<file path="config.mk">
export PLATFORM = sky130hd
export DESIGN_NAME = taxi_trip_timer_flat
export DESIGN_NICKNAME = d
export VERILOG_FILES = /design/src/rtl/taxi_trip_timer_if.sv /design/src/rtl/taxi_trip_timer.sv /design/src/flat_wrapper.sv
export SDC_FILE = /design/constraint.sdc
export NUM_CORES = 1
export LEC_CHECK = 0
export CAP_MARGIN = 10
export CORE_ASPECT_RATIO = 1.1
export CORE_UTILIZATION = 53
export DETAILED_ROUTE_END_ITERATION = 16
export PLACE_DENSITY = 0.84
export SLEW_MARGIN = 25
export SYNTH_ARGS = -nofsm -noshare
export SYNTH_HDL_FRONTEND = slang
export SYNTH_SLANG_ARGS = --single-unit
</file>
<file path="constraint.sdc">
create_clock -name clk -period 2.4 [get_ports clk]
set_input_delay 0.36 -clock clk [delete_from_list [all_inputs] [get_ports clk]]
set_output_delay 0.36 -clock clk [all_outputs]
set_load 0.02 [all_outputs]
</file>
<file path="src/rtl/taxi_trip_timer_if.sv">
// Trip-state / time-report bundle between the trip FSM, the timer and its consumers.
interface taxi_trip_timer_if;
  logic [1:0]  state;
  logic        move_cnt_en;
  logic [15:0] tm;
  logic [15:0] tm_locked;
  logic        lock_valid;
  logic        sat;
  logic        charge_tick;

  modport master (
    output state, move_cnt_en,
    input  tm, tm_locked, lock_valid, sat, charge_tick
  );

  modport slave (
    input  state, move_cnt_en,
    output tm, tm_locked, lock_valid, sat, charge_tick
  );
endinterface

</file>
<file path="src/rtl/taxi_trip_timer.sv">
// BCD mm:ss trip timer with a seconds prescaler, trip-end snapshot and
// billing pulses for each completed block of waiting seconds.
module taxi_trip_timer #(
  parameter int TICKS_PER_SEC = 100,
  parameter int MAX_MIN       = 59,
  parameter int CHARGE_SEC    = 180
) (
  input  logic               clk,
  input  logic               rst_n,
  taxi_trip_timer_if.slave   bus
);

  localparam int          PW     = $clog2(TICKS_PER_SEC);
  localparam int          CW     = (CHARGE_SEC > 1) ? $clog2(CHARGE_SEC) : 1;
  localparam logic [15:0] SAT_TM = {4'(MAX_MIN / 10), 4'(MAX_MIN % 10), 8'h59};

  logic [PW-1:0] r_presc;
  logic [CW-1:0] r_chg;
  logic [15:0]   r_tm;
  logic [15:0]   r_tm_locked;
  logic          r_lock_valid;
  logic          r_charge_tick;
  logic          r_prev_idle;

  logic          w_idle;
  logic          w_wait;
  logic          w_move;
  logic          w_active;
  logic          w_sec_tick;
  logic          w_sat;
  logic          w_step;
  logic          w_chg_step;
  logic          w_chg_full;
  logic [3:0]    w_wrap;
  logic [15:0]   w_tm_next;

  // 2'b10 decodes as IDLE, so bit 0 alone separates idle from running.
  assign w_idle     = ~bus.state[0];
  assign w_wait     = (bus.state == 2'b11);
  assign w_move     = (bus.state == 2'b01);
  assign w_active   = w_wait | (w_move & bus.move_cnt_en);
  assign w_sec_tick = w_active & (r_presc == PW'(TICKS_PER_SEC - 1));
  assign w_sat      = (r_tm == SAT_TM);
  assign w_step     = w_sec_tick & ~w_sat;
  assign w_chg_step = w_step & w_wait;
  assign w_chg_full = (r_chg == CW'(CHARGE_SEC - 1));

  // Digit order: s_units, s_tens, m_units, m_tens; each digit advances when all lower ones wrap.
  generate
    for (genvar gi = 0; gi < 4; gi++) begin : g_digit
      localparam logic [3:0] LIM = (gi == 1) ? 4'd5 : 4'd9;
      logic       w_en;
      logic [3:0] w_dig;

      assign w_dig       = r_tm[gi*4 +: 4];
      assign w_wrap[gi]  = (w_dig == LIM);
      if (gi == 0) begin : g_lsd
        assign w_en = w_step;
      end else begin : g_upper
        assign w_en = w_step & (&w_wrap[gi-1:0]);
      end
      assign w_tm_next[gi*4 +: 4] = !w_en      ? w_dig :
                                    w_wrap[gi] ? 4'd0  : w_dig + 4'd1;
    end
  endgenerate

  always_ff @(posedge clk or negedge rst_n) begin
    if (!rst_n) begin
      r_presc <= '0;
    end else if (w_idle) begin
      r_presc <= '0;
    end else if (w_active) begin
      r_presc <= w_sec_tick ? '0 : r_presc + PW'(1);
    end
  end

  // A tick landing on the IDLE-entry cycle is dropped: w_active is low then.
  always_ff @(posedge clk or negedge rst_n) begin
    if (!rst_n) begin
      r_tm         <= '0;
      r_tm_locked  <= '0;
      r_lock_valid <= 1'b0;
      r_prev_idle  <= 1'b1;
    end else begin
      r_prev_idle <= w_idle;
      if (w_idle) begin
        r_tm <= '0;
        if (!r_prev_idle) begin
          r_tm_locked  <= r_tm;
          r_lock_valid <= 1'b1;
        end
      end else begin
        r_tm <= w_tm_next;
        if (r_prev_idle) begin
          r_lock_valid <= 1'b0;
        end
      end
    end
  end

  always_ff @(posedge clk or negedge rst_n) begin
    if (!rst_n) begin
      r_chg         <= '0;
      r_charge_tick <= 1'b0;
    end else begin
      r_charge_tick <= 1'b0;
      if (w_idle) begin
        r_chg <= '0;
      end else if (w_chg_step) begin
        if (w_chg_full) begin
          r_chg         <= '0;
          r_charge_tick <= 1'b1;
        end else begin
          r_chg <= r_chg + CW'(1);
        end
      end
    end
  end

  assign bus.tm          = r_tm;
  assign bus.tm_locked   = r_tm_locked;
  assign bus.lock_valid  = r_lock_valid;
  assign bus.sat         = w_sat;
  assign bus.charge_tick = r_charge_tick;

endmodule

</file>
<file path="src/flat_wrapper.sv">
// flat-port wrapper written by rule: the top's interface ports become plain ports
module taxi_trip_timer_flat 
#(
  parameter int TICKS_PER_SEC = 100,
  parameter int MAX_MIN       = 59,
  parameter int CHARGE_SEC    = 180
)
  (clk, rst_n, bus_state, bus_move_cnt_en, bus_tm, bus_tm_locked, bus_lock_valid, bus_sat, bus_charge_tick);
  taxi_trip_timer_if bus_i ();
  input  logic clk;
  input  logic rst_n;
  input wire logic [$bits(bus_i.state)-1:0] bus_state;
  input wire logic [$bits(bus_i.move_cnt_en)-1:0] bus_move_cnt_en;
  output wire logic [$bits(bus_i.tm)-1:0] bus_tm;
  output wire logic [$bits(bus_i.tm_locked)-1:0] bus_tm_locked;
  output wire logic [$bits(bus_i.lock_valid)-1:0] bus_lock_valid;
  output wire logic [$bits(bus_i.sat)-1:0] bus_sat;
  output wire logic [$bits(bus_i.charge_tick)-1:0] bus_charge_tick;
  assign bus_i.state = bus_state;
  assign bus_i.move_cnt_en = bus_move_cnt_en;
  assign bus_tm = bus_i.tm;
  assign bus_tm_locked = bus_i.tm_locked;
  assign bus_lock_valid = bus_i.lock_valid;
  assign bus_sat = bus_i.sat;
  assign bus_charge_tick = bus_i.charge_tick;
  taxi_trip_timer #(.TICKS_PER_SEC(TICKS_PER_SEC), .MAX_MIN(MAX_MIN), .CHARGE_SEC(CHARGE_SEC)) u_core (.clk(clk), .rst_n(rst_n), .bus(bus_i));
endmodule
</file>
* Word level (Yosys, flattened, before mapping)
Index checks and enable logic that the tools add are counted.
** Storage, ports and cells
- Register bits :: 50
- Output and inout port bits :: 35
** Operators by class
- Add/sub/neg operators :: 6
- Eq/ne operators :: 17
- Mux-type cells :: 21
- Bitwise operators :: 11
- Reduce and logical (&&, ||, !) cells :: 4
** Operators with widths (count)
- $mux 4 :: 8
- $mux 8 :: 3
- $mux 7 :: 3
- $add 4x1->4 const B :: 4
- $eq 16x15->1 const B :: 1
- $mux 16 :: 1
- $ne 2x1->1 const B :: 7
- $eq 4x4->1 const B :: 3
- $add 8x1->8 const B :: 1
- $eq 8x8->1 const B :: 1
- $add 7x1->7 const B :: 1
- $and 1x1->1 :: 7
- $eq 7x7->1 const B :: 1
- $mux 1 :: 6
- $reduce_and 2->1 :: 3
- $eq 4x3->1 const B :: 1
- $not 1->1 :: 3
- $reduce_and 3->1 :: 1
- $eq 2x1->1 const B :: 1
- $eq 2x2->1 const B :: 1
- $ne 2x2->1 const B :: 1
- $or 1x1->1 :: 1

* Depth between registers and ports, before layout
Gate-level depths: netlist of the first run.
- Word-level depth :: 8
- Depth in mapped cells :: 9

* Worst setup path after synthesis of the first run
No wires, ideal clock.
- Kind :: flip-flop to flip-flop
- Start point :: register u_core.r_tm[9], in the netlist u_core.bus.tm[9]
- End point :: register u_core.r_chg[2]
- Arrival :: 1.929 ns
- Required time :: 2.261 ns
- Setup slack :: 0.332 ns
- Cell stages (with the launch flop) :: 10
- Period minus slack after synthesis :: 2.068 ns
- Cell sequence :: dfrtp_1 > inv_1 > ha_1 > and3b_1 > buf_6 > and4_4 > buf_6 > buf_2 > o311ai_0 > o31ai_1
** Between the ends
- Longest elaborated chain between the ends :: 5
** Ends and longest elaborated chain
- start, declared :: line taxi_trip_timer.sv:19 : logic [15:0] r_tm;
- start signal, assigned :: line taxi_trip_timer.sv:93 : r_tm <= w_tm_next;
- $eq 16x15->1 :: line taxi_trip_timer.sv:43 : assign w_sat = (r_tm == SAT_TM);
- named net bus_sat :: line flat_wrapper.sv:17 : output wire logic [$bits(bus_i.sat)-1:0] bus_sat;
- $not 1->1 :: line taxi_trip_timer.sv:44 : assign w_step = w_sec_tick & ~w_sat;
- $and 1x1->1 :: line taxi_trip_timer.sv:44
- $and 1x1->1 :: line taxi_trip_timer.sv:45 : assign w_chg_step = w_step & w_wait;
- $ne 2x1->1 (no line)
- end signal, assigned :: line taxi_trip_timer.sv:114 : r_chg <= r_chg + CW'(1);
- end, declared :: line taxi_trip_timer.sv:18 : logic [CW-1:0] r_chg;
The timed path passes the listed nets, and every way through them passes these cells.
A chain may end at the register's enable or synchronous reset.

* Final worst setup path of the first run
- Start point :: register u_core.r_tm[15], in the netlist u_core.bus.tm[15]
- End point :: output port bus_sat
** Between the ends
- Longest elaborated chain between the ends :: 1
** Ends and longest elaborated chain (line)
- $eq 16x15->1 :: taxi_trip_timer.sv:43
- end, declared :: flat_wrapper.sv:17
Every way passes these cells.

==> results of run 1 <==
flip-flops by register name (all words and copies together) (netlist names):
register / flops
u_core.bus.charge_tick: 1
u_core.r_presc: 7
u_core.bus.lock_valid: 1
u_core.bus.tm_locked: 16
u_core.r_chg: 8
u_core.r_prev_idle: 1
u_core.bus.tm: 16
cell usage after synthesis (all sizes together) (4+ instances only):
cell | count | area [µm²]
o41ai | 4 | 35.03
nor3 | 6 | 30.03
or4 | 5 | 37.54
nand2 | 13 | 48.80
o31ai | 5 | 37.54
mux2 | 17 | 191.4
o21ai | 12 | 60.06
o311ai | 5 | 43.79
inv | 8 | 30.03
or3 | 7 | 43.79
nor2 | 4 | 15.01
buf | 7 | 46.29
a21oi | 12 | 60.06
ha | 7 | 87.58
nand4 | 6 | 37.54
nand3 | 9 | 45.04
dfrtp | 49 | 1226
nand3b | 4 | 30.03
clkbuf | 5 | 20.01
cells by family after synthesis:
group                      Yosys count  synth area share, %
and+or+nand+nor                     78                19.02
AOI/OAI and AO/OA                   58                15.70
DFF                                 50                48.95
buffers and inverters               21                3.911
muxes                               20                8.655
adders and majority gates            7                3.423
xor gates and xnor gates             1               0.3424
repair_timing:
action / CTS / global route
hold endpoints to repair: 0 / 0
endpoints found under the setup margin: 1 / 0
gates resized for setup: 1 / 0
stage by stage:
step / cell area (µm²) / hold WS [ns] / cells
final: 3169 / 0.1362 / 343
after global routing: 3169 / 0.2060 / 343
after CTS: 3169 / 0.1704 / 343
after detailed placement: 3075 / 0.4891 / 335
after global placement: 3075 / 0.4803 / 335
after floorplan: 2559 / 0.06441 / 235
power groups by stage:
stage | Sequential (µW) | Combinational [µW] | Clock (µW)
finish | 856 | 83.7 | 510
floorplan | 874 | 36.0 | 0
CTS | 856 | 85.2 | 525
global route | 857 | 93.9 | 558
detailed placement | 872 | 84.8 | 0
global placement | 872 | 82.5 | 0
layout make-up:
class / instances / share of cell area [%]
multi-input cells: 164 / 38.06
clock inverters: 2 / 0.3948
repair buffers: 56 / 16.15
flip-flops and latches: 50 / 39.52
inverters: 9 / 1.066
well taps: 56 / 2.211
clock buffers: 6 / 2.606
routing by layer:
layer	global-route usage, %	share of wire (%)
met5	0	0
met3	6.212	4.2
met4	10.65	2.7
met2	36.82	48
met1	31.50	45
worst paths after layout:
kind,from,to,slack [ns],depth (start not counted)
worst min-delay path,rst_n,u_core.bus.tm_locked[2],0.14,2
max in group asynchronous,rst_n,u_core.r_chg[3],1.83,2
min in group clk,u_core.r_presc[5],u_core.r_presc[5],0.50,1
worst max register to register,u_core.bus.tm[9],u_core.r_chg[1],0.24,7
worst min register to register,u_core.r_presc[5],u_core.r_presc[5],0.50,1
worst max-delay path,u_core.bus.tm[15],bus_sat,0.10,3
worst max-delay path, cell delays in order (launching register included):
cell and delay [ns]:
dfrtp_1 0.46, nor4bb_1 0.51, and4_4 0.32, dlygate4sd2_1 0.35
==> flow_metrics.env, run 1 <==
export IMPL_p_comb_share_pct=5.8
export IMPL_nNetsFinal=298
export IMPL_p_sw_share_pct=23.23
export IMPL_synth_cell_types=55
export IMPL_worstPathArrival_ns=1.94
export IMPL_p_per_area_nw_per_um2=457.2
export IMPL_syn2layout_area_growth_pct=23.86
export IMPL_tightest_slew_ns=0.8126
export IMPL_clock_sinks=50
export IMPL_clockBufferDepth=2
export IMPL_vias=2134
export IMPL_layout_area_seq_um2=1252
export IMPL_drv_cap=0
export IMPL_grt_pass1_vias=1989
export IMPL_nFillCells=375
export IMPL_p_leak_uw=0.001360
export IMPL_setup_viol=0
export IMPL_rsz0062_at_grt="false"
export IMPL_drive_gt1_share_pct=17.07
export IMPL_die_h_um=74.88
export IMPL_syn_cell_area_um2=2559
export IMPL_path_max_fanout=7
export IMPL_cp_required_ns=2.04
export IMPL_period_needed_ns=2.295
export IMPL_power_uw=1449
export IMPL_post_cts_buffers=0
export IMPL_die_w_um=68.25
export IMPL_grt_max_degree=51
export IMPL_drt_iter0_markers=178
export IMPL_yosysSeqAreaShare_pct=48.95
export IMPL_root_buffer="clkbuf_8"
export IMPL_worst_slack_ns=0.1050
export IMPL_track_usage_pct=23.87
export IMPL_crit_path_end_kind="output port"
export IMPL_io_pins=40
export IMPL_dieArea_um2=5110
export IMPL_routedWlPerCell_um=15.76
export IMPL_htree_levels=2
export IMPL_drt_pass1_iter_count=4
export IMPL_fmaxAchievable_ghz=0.4357
export IMPL_drc=0
export IMPL_insertion_delay_ns=0.31
export IMPL_avgSynthCellArea_um2=10.89
export IMPL_switchingPower_uw=336.6
export IMPL_grt_overflow=0
export IMPL_seq_power_share_pct=59.0
export IMPL_antennaDiodeCount=0
export IMPL_cts_clk_slew_worst_paths_ns=0.09
export IMPL_ys_flop_type="dfrtp_1"
export IMPL_hold_path_class="input port to async pin"
export IMPL_antenna_left=0
export IMPL_p_int_uw=1113
export IMPL_start_kind="register"
export IMPL_power_ir_vdd_worst_mv=0.3666
export IMPL_critPathKind="register to output port"
export IMPL_multi_input_area_um2=1206
export IMPL_cts_made_buffers=5
export IMPL_place_congestion=0.8477
export IMPL_via_per_inst=6.222
export IMPL_fin_setup_tns_ns=0
export IMPL_mostFrequentLayoutCell="dfrtp_1"
export IMPL_wl_um=5406
export IMPL_ys_ff_latch=50
export IMPL_synth_cells=235
export IMPL_antenna_found_initial=0
export IMPL_rows=26
export IMPL_final_period_utilization_pct=95.63
export IMPL_async_flop_share_pct=100.0
export IMPL_hold_buffers=0
export IMPL_slew_headroom_pct=45.83
export IMPL_layout_common_cells="dfrtp_1, clkdlybuf4s50_1, mux2_2, buf_4, nand2_1"
export IMPL_fin_util_pct=68.13
export IMPL_final_hold_violation_count=0
export IMPL_start_util_pct=55.00
export IMPL_grt_pass1_wl_um=9073
export IMPL_dp_worst_setup_slack_ns=0.2211
export IMPL_clock_skew_ns=0.008460
export IMPL_tritoncts="yes"
export IMPL_io_buffers=39
export IMPL_syn_num_nets=247
export IMPL_ys_warn_count=0
export IMPL_slew_violations=0
export IMPL_coreArea_um2=4652
export IMPL_outcome="finished clean"
export IMPL_pwr_share_clk_pct=35.2
export IMPL_dp_hpwl_um=3717
export IMPL_synth_edff_count=0
(Power assumes the default switching activity.)
==> run 2, diff against run 1 <==
--- a/config.mk
+++ b/config.mk
@@ -9,6 +9,7 @@
 export CORE_ASPECT_RATIO = 1.1
 export CORE_UTILIZATION = 53
 export DETAILED_ROUTE_END_ITERATION = 16
+export HOLD_SLACK_MARGIN = 0.15
 export PLACE_DENSITY = 0.84
 export SLEW_MARGIN = 25
 export SYNTH_ARGS = -nofsm -noshare
==> results of run 2 <==
No change in the layout: final DEF, timing and power equal those of run 1.
